### src/rtl/hash_arbiter_if.sv
// Request/result/config bundle for hash_arbiter.
// master drives keys, mask writes and out_ready; slave is the arbiter.
interface hash_arbiter_if #(
  parameter int NUM_REQ   = 2,
  parameter int IN_WIDTH  = 40,
  parameter int OUT_WIDTH = 8
);
  localparam int ID_W = (NUM_REQ > 1) ? $clog2(NUM_REQ) : 1;

  logic [NUM_REQ-1:0]                req_valid;
  logic [NUM_REQ-1:0][IN_WIDTH-1:0]  req_key;
  logic [NUM_REQ-1:0]                req_ready;
  logic                              cfg_we;
  logic [OUT_WIDTH-1:0]              cfg_mask;
  logic                              out_valid;
  logic [OUT_WIDTH-1:0]              out_hash;
  logic [ID_W-1:0]                   out_id;
  logic                              out_ready;
  logic [NUM_REQ-1:0][15:0]          cnt;

  modport master (
    output req_valid, req_key, cfg_we, cfg_mask, out_ready,
    input  req_ready, out_valid, out_hash, out_id, cnt
  );

  modport slave (
    input  req_valid, req_key, cfg_we, cfg_mask, out_ready,
    output req_ready, out_valid, out_hash, out_id, cnt
  );
endinterface

### src/rtl/hash_arbiter.sv
// Round-robin key arbiter feeding a one-stage masked hash.
// One grant per cycle into a single output slot with backpressure.
module tree_hash #(
  parameter int IN_WIDTH  = 40,
  parameter int OUT_WIDTH = 8
) (
  input  logic [IN_WIDTH-1:0]  key,
  input  logic [OUT_WIDTH-1:0] mask,
  output logic [OUT_WIDTH-1:0] hash
);
  // Middle key bits do not take part in the fold.
  logic unused_mid;
  assign unused_mid = ^key[IN_WIDTH-OUT_WIDTH-1:OUT_WIDTH];

  // Fold the top byte onto the bottom byte, then apply the mask.
  assign hash = (key[OUT_WIDTH-1:0]
              ^ key[IN_WIDTH-1 -: OUT_WIDTH]) & mask;
endmodule

module hash_arbiter #(
  parameter int NUM_REQ   = 2,
  parameter int IN_WIDTH  = 40,
  parameter int OUT_WIDTH = 8
) (
  input  logic         clk,
  input  logic         rst,
  hash_arbiter_if.slave bus
);
  localparam int ID_W = (NUM_REQ > 1) ? $clog2(NUM_REQ) : 1;

  logic [ID_W-1:0]           rr_ptr_q, rr_ptr_d;
  logic [OUT_WIDTH-1:0]      mask_q, mask_d;
  logic                      out_valid_q, out_valid_d;
  logic [OUT_WIDTH-1:0]      out_hash_q, out_hash_d;
  logic [ID_W-1:0]           out_id_q, out_id_d;
  logic [NUM_REQ-1:0][15:0]  cnt_q, cnt_d;

  logic                      free;
  logic                      gnt_any;
  logic [NUM_REQ-1:0]        gnt_vec;
  logic [ID_W-1:0]           gnt_id;
  logic [IN_WIDTH-1:0]       gnt_key;
  logic [OUT_WIDTH-1:0]      gnt_hash;

  assign free = !out_valid_q || bus.out_ready;

  // Pick the first valid requester at or above rr_ptr, wrapping.
  always_comb begin
    int idx;
    idx     = 0;
    gnt_vec = '0;
    gnt_id  = '0;
    gnt_any = 1'b0;
    for (int i = 0; i < NUM_REQ; i++) begin
      idx = int'(rr_ptr_q) + i;
      if (idx >= NUM_REQ) idx = idx - NUM_REQ;
      if (!gnt_any && bus.req_valid[idx]) begin
        gnt_any      = 1'b1;
        gnt_vec[idx] = 1'b1;
        gnt_id       = ID_W'(idx);
      end
    end
    if (!free || rst) begin
      gnt_vec = '0;
      gnt_any = 1'b0;
    end
  end

  assign gnt_key = bus.req_key[gnt_id];

  tree_hash #(
    .IN_WIDTH  (IN_WIDTH),
    .OUT_WIDTH (OUT_WIDTH)
  ) u_hash (
    .key  (gnt_key),
    .mask (mask_q),
    .hash (gnt_hash)
  );

  // Next state for output slot, pointer, mask and counters.
  always_comb begin
    rr_ptr_d    = rr_ptr_q;
    mask_d      = mask_q;
    out_valid_d = out_valid_q;
    out_hash_d  = out_hash_q;
    out_id_d    = out_id_q;
    cnt_d       = cnt_q;
    if (bus.cfg_we) mask_d = bus.cfg_mask;
    if (gnt_any) begin
      out_valid_d = 1'b1;
      out_hash_d  = gnt_hash;
      out_id_d    = gnt_id;
      if (int'(gnt_id) == NUM_REQ - 1) rr_ptr_d = '0;
      else rr_ptr_d = gnt_id + ID_W'(1);
      if (cnt_q[gnt_id] != 16'hFFFF)
        cnt_d[gnt_id] = cnt_q[gnt_id] + 16'd1;
    end else if (bus.out_ready) begin
      out_valid_d = 1'b0;
    end
  end

  // State registers; reset drops any in-flight result.
  always_ff @(posedge clk) begin
    if (rst) begin
      rr_ptr_q    <= '0;
      mask_q      <= '1;
      out_valid_q <= 1'b0;
      out_hash_q  <= '0;
      out_id_q    <= '0;
      cnt_q       <= '0;
    end else begin
      rr_ptr_q    <= rr_ptr_d;
      mask_q      <= mask_d;
      out_valid_q <= out_valid_d;
      out_hash_q  <= out_hash_d;
      out_id_q    <= out_id_d;
      cnt_q       <= cnt_d;
    end
  end

  assign bus.req_ready = gnt_vec;
  assign bus.out_valid = out_valid_q;
  assign bus.out_hash  = out_hash_q;
  assign bus.out_id    = out_id_q;
  assign bus.cnt       = cnt_q;
endmodule

### src/flat_wrapper.sv
// flat-port wrapper written by rule: the top's interface ports become plain ports
module hash_arbiter_flat 
#(
  parameter int NUM_REQ   = 2,
  parameter int IN_WIDTH  = 40,
  parameter int OUT_WIDTH = 8
)
  (clk, rst, bus_req_valid, bus_req_key, bus_cfg_we, bus_cfg_mask, bus_out_ready, bus_req_ready, bus_out_valid, bus_out_hash, bus_out_id, bus_cnt);
  hash_arbiter_if #(.NUM_REQ(NUM_REQ), .IN_WIDTH(IN_WIDTH), .OUT_WIDTH(OUT_WIDTH)) bus_i ();
  input  logic clk;
  input  logic rst;
  input wire logic [$bits(bus_i.req_valid)-1:0] bus_req_valid;
  input wire logic [$bits(bus_i.req_key)-1:0] bus_req_key;
  input wire logic [$bits(bus_i.cfg_we)-1:0] bus_cfg_we;
  input wire logic [$bits(bus_i.cfg_mask)-1:0] bus_cfg_mask;
  input wire logic [$bits(bus_i.out_ready)-1:0] bus_out_ready;
  output wire logic [$bits(bus_i.req_ready)-1:0] bus_req_ready;
  output wire logic [$bits(bus_i.out_valid)-1:0] bus_out_valid;
  output wire logic [$bits(bus_i.out_hash)-1:0] bus_out_hash;
  output wire logic [$bits(bus_i.out_id)-1:0] bus_out_id;
  output wire logic [$bits(bus_i.cnt)-1:0] bus_cnt;
  assign bus_i.req_valid = bus_req_valid;
  assign bus_i.req_key = bus_req_key;
  assign bus_i.cfg_we = bus_cfg_we;
  assign bus_i.cfg_mask = bus_cfg_mask;
  assign bus_i.out_ready = bus_out_ready;
  assign bus_req_ready = bus_i.req_ready;
  assign bus_out_valid = bus_i.out_valid;
  assign bus_out_hash = bus_i.out_hash;
  assign bus_out_id = bus_i.out_id;
  assign bus_cnt = bus_i.cnt;
  hash_arbiter #(.NUM_REQ(NUM_REQ), .IN_WIDTH(IN_WIDTH), .OUT_WIDTH(OUT_WIDTH)) u_core (.clk(clk), .rst(rst), .bus(bus_i));
endmodule
### config.mk
export PLATFORM = sky130hd
export DESIGN_NAME = hash_arbiter_flat
export DESIGN_NICKNAME = d
export VERILOG_FILES = /design/src/rtl/hash_arbiter_if.sv /design/src/rtl/hash_arbiter.sv /design/src/flat_wrapper.sv
export SDC_FILE = /design/constraint.sdc
export NUM_CORES = 1
export LEC_CHECK = 0
export CAP_MARGIN = 0
export CORE_MARGIN = 3
export CORE_UTILIZATION = 25
export CTS_CLUSTER_DIAMETER = 40
export DETAILED_ROUTE_END_ITERATION = 10
export GPL_ROUTABILITY_DRIVEN = 0
export PLACE_DENSITY = 0.53
export SLEW_MARGIN = 30
export SYNTH_ARGS = -nofsm -noshare
export SYNTH_HDL_FRONTEND = slang
export SYNTH_SLANG_ARGS = --single-unit
### constraint.sdc
create_clock -name clk -period 2.9 [get_ports clk]
set_input_delay 0.435 -clock clk [delete_from_list [all_inputs] [get_ports clk]]
set_output_delay 0.435 -clock clk [all_outputs]
set_load 0.01 [all_outputs]
==> impl_metrics.env <==
export IMPL_htree_num_levels=2
export IMPL_cts_root_buf="clkbuf_16"
export IMPL_clkLatencyLatePin_ns=0.28
export IMPL_cp_slowest_stage_delay_ns=0.58
export IMPL_worstPathMaxFanout=7
export IMPL_ios=138
export IMPL_cp_num_buf_inv=2
export IMPL_ys_ff_latch=51
export IMPL_postCtsResizedCells=0
export IMPL_grt_max_degree=34
export IMPL_path_cells="clkdlybuf4s50_1 -> nand2b_2 -> nand2_2 -> nor3_4 -> clkdlybuf4s50_1"
export IMPL_hold_viol=0
export IMPL_clk_pin_slew_ns=0.07
export IMPL_powerDensity_nw_per_um2=389
export IMPL_p_clk_frac=0.357
export IMPL_synth_cells=348
export IMPL_arrival_ns=2.17
export IMPL_cts_tree="built"
export IMPL_final_common_cell="clkdlybuf4s50_1"
export IMPL_die_area_um2=12900
export IMPL_clock_sinks=51
export IMPL_post_cts_buffers=0
export IMPL_cpMaxStageDelayCell="clkdlybuf4s50_1"
export IMPL_maxCapViolations=0
export IMPL_startpoint_type="input port"
export IMPL_holdBufCountCts=0
export IMPL_via_per_inst=4.92
export IMPL_num_vias=2879
export IMPL_ant_nets=0
export IMPL_rows=38
export IMPL_hold_class="register to register"
export IMPL_ir_worst_vdd_mv=0.258
export IMPL_slew_viol_final=0
export IMPL_min_period_ns=2.60
export IMPL_final_net_count=539
export IMPL_grt_setup_unrepaired="false"
export IMPL_grt_pass1_wl_um=15200
export IMPL_synth_cell_types=51
export IMPL_cp_required_ns=2.47
export IMPL_yosysSeqAreaShare=0.353
export IMPL_hpwlAfterDp_um=7000
export IMPL_final_cell_mix="clkdlybuf4s50_1, nand2_1, dfxtp_1"
export IMPL_syn_area_um2=2900
export IMPL_fin_setup_tns_ns=0
export IMPL_crit_top_cell="clkdlybuf4s50_1"
export IMPL_fp_coreArea_um2=11100
export IMPL_die_width_um=114
export IMPL_drc_errors=0
export IMPL_totalWireLength_um=9260
export IMPL_gr_usage_all_layers=0.145
export IMPL_wire_per_inst_um=15.8
export IMPL_setup_worst_path_end_class="primary output"
export IMPL_final_core_util=0.376
export IMPL_ys_warn_count=0
export IMPL_switching_share=0.260
export IMPL_crit_type="input port to primary output"
export IMPL_status="completed"
export IMPL_cp_top_family="buffers and inverters"
export IMPL_drive_above_1_share=0.0989
export IMPL_die_height_um=114
export IMPL_worst_pin_slew_ns=0.764
export IMPL_power_frac_seq=0.461
export IMPL_start_util=0.261
export IMPL_drt_first_pass_iters=4
export IMPL_power_share_combinational=0.182
export IMPL_n_antenna_cell=0
export IMPL_synth_nets=443
export IMPL_antenna_found_initial=0
export IMPL_leakage_uw=0.00147
export IMPL_cts_buffers=5
export IMPL_drtIter0Drc=143
export IMPL_netSwitchingPower_uw=422
export IMPL_area_delta_synth_final_pct=43.9
export IMPL_p_int_uw=1200
export IMPL_portBuffers=89
export IMPL_timing_slew_headroom=0.488
export IMPL_num_fill_cells=1142
export IMPL_grt_pass1_vias=2904
export IMPL_period_share=0.897
export IMPL_syn_area_per_cell_um2=8.32
export IMPL_placed_cell_area_um2=4020
export IMPL_setup_viol=0
export IMPL_cts_buffer_depth=2
export IMPL_fmax_ghz=0.385
export IMPL_skew_ns=0.00287
export IMPL_fin_area_um2=4170
export IMPL_grt_overflow_total=0
[layer usage]
metal / up-vias / GRT usage / wire length (µm)
met5: - / 0 / 0
met4: 0 / 0.0329 / 54
met2: 68 / 0.237 / 4320
met1: 1366 / 0.205 / 4490
met3: 2 / 0.0164 / 392
li1: 1443 / - / -
[stage by stage]
| step | setup slack [ns] | cells | hold WS (ns) | power [µW] |
|---|---|---|---|---|
| floorplan | 0.201 | 348 | 0.441 | 898 |
| global placement | 0.0821 | 577 | 0.444 | 1060 |
| detailed placement | 0.0789 | 577 | 0.447 | 1060 |
| CTS | 0.301 | 585 | 0.457 | 1650 |
| global route | 0.195 | 585 | 0.468 | 1700 |
| finish | 0.300 | 585 | 0.456 | 1620 |
[worst reg2reg max path: stages (launching register included)]
cell and delay [ns]:
dfxtp_1 0.36, nand2b_2 0.23, nand2_2 0.19, buf_4 0.23, a32oi_4 0.34, o31ai_4 0.10, buf_4 0.20, or4_1 0.41
a21oi_1 0.14
[flip-flops by register name, indices dropped and copies added, names as in the netlist]
register,flops
u_core.mask_q,8
u_core.bus.out_valid,1
u_core.bus.cnt,32
u_core.bus.out_hash,8
u_core.bus.out_id,1
u_core.rr_ptr_q,1
[kinds of logic after synthesis]
kind of cell | after synthesis | synth area share
AOI/OAI and AO/OA | 78 | 0.196
and+or+nand+nor | 143 | 0.243
xor gates and xnor gates | 31 | 0.0938
muxes | 21 | 0.0735
DFF | 51 | 0.353
adders and majority gates | 1 | 0.00432
buffers and inverters | 23 | 0.0363
[synth_stat cells, drive strengths merged]
library cell | count | area (µm²)
dfxtp | 51 | 1020
a32oi | 3 | 45.1
o32ai | 1 | 8.76
ha | 1 | 12.5
o211ai | 2 | 15.0
a21oi | 24 | 120
mux2 | 2 | 22.5
xor2 | 17 | 149
and2 | 1 | 6.26
mux2i | 19 | 190
nand3 | 26 | 135
o21ai | 20 | 111
a211oi | 2 | 15.0
inv | 6 | 22.5
clkbuf | 10 | 37.5
a31o | 3 | 26.3
or4 | 3 | 22.5
o21bai | 1 | 7.51
nand4b | 1 | 8.76
a32o | 3 | 30.0
nand4 | 6 | 37.5
a2111o | 1 | 11.3
o311a | 1 | 10.0
o21a | 3 | 22.5
o31ai | 6 | 72.6
and4 | 4 | 37.5
nor3 | 15 | 96.4
nand2 | 54 | 205
nor2 | 24 | 90.1
xnor2 | 14 | 123
and3 | 4 | 30.0
nor3b | 1 | 7.51
a31oi | 5 | 46.3
nand2b | 2 | 15.0
nor2b | 2 | 12.5
o2111ai | 3 | 26.3
buf | 7 | 45.0
[path summary, 6_finish.rpt]
path         slack, ns              startpoint                      to  cells after the start
max               0.30        bus_req_valid[0]        bus_req_ready[1]                      5
min               0.46  u_core.bus.out_hash[0]  u_core.bus.out_hash[0]                      2
min reg2reg       0.46  u_core.bus.out_hash[0]  u_core.bus.out_hash[0]                      2
max reg2reg       0.65         u_core.rr_ptr_q      u_core.bus.cnt[24]                      8
[power by group through the flow]
stage                     Combinational [µW]  Clock, µW  Sequential [µW]
after floorplan                          132          0              766
after global placement                   292          0              763
after detailed placement                 295          0              764
after CTS                                298        600              748
after global routing                     321        627              752
final                                    294        579              748
[area by class of cell]
class,count,area (µm²),share of cell area
Clock buffer,5,125,0.0300
Timing Repair Buffer,106,1030,0.247
Multi-Input combinational cell,274,1770,0.425
Inverter,6,22.5,0.00541
Tap cell,140,175,0.0420
Sequential cell,51,1020,0.245
Clock inverter,3,20.0,0.00480
Note: power is estimated with default switching activity, not from simulation.
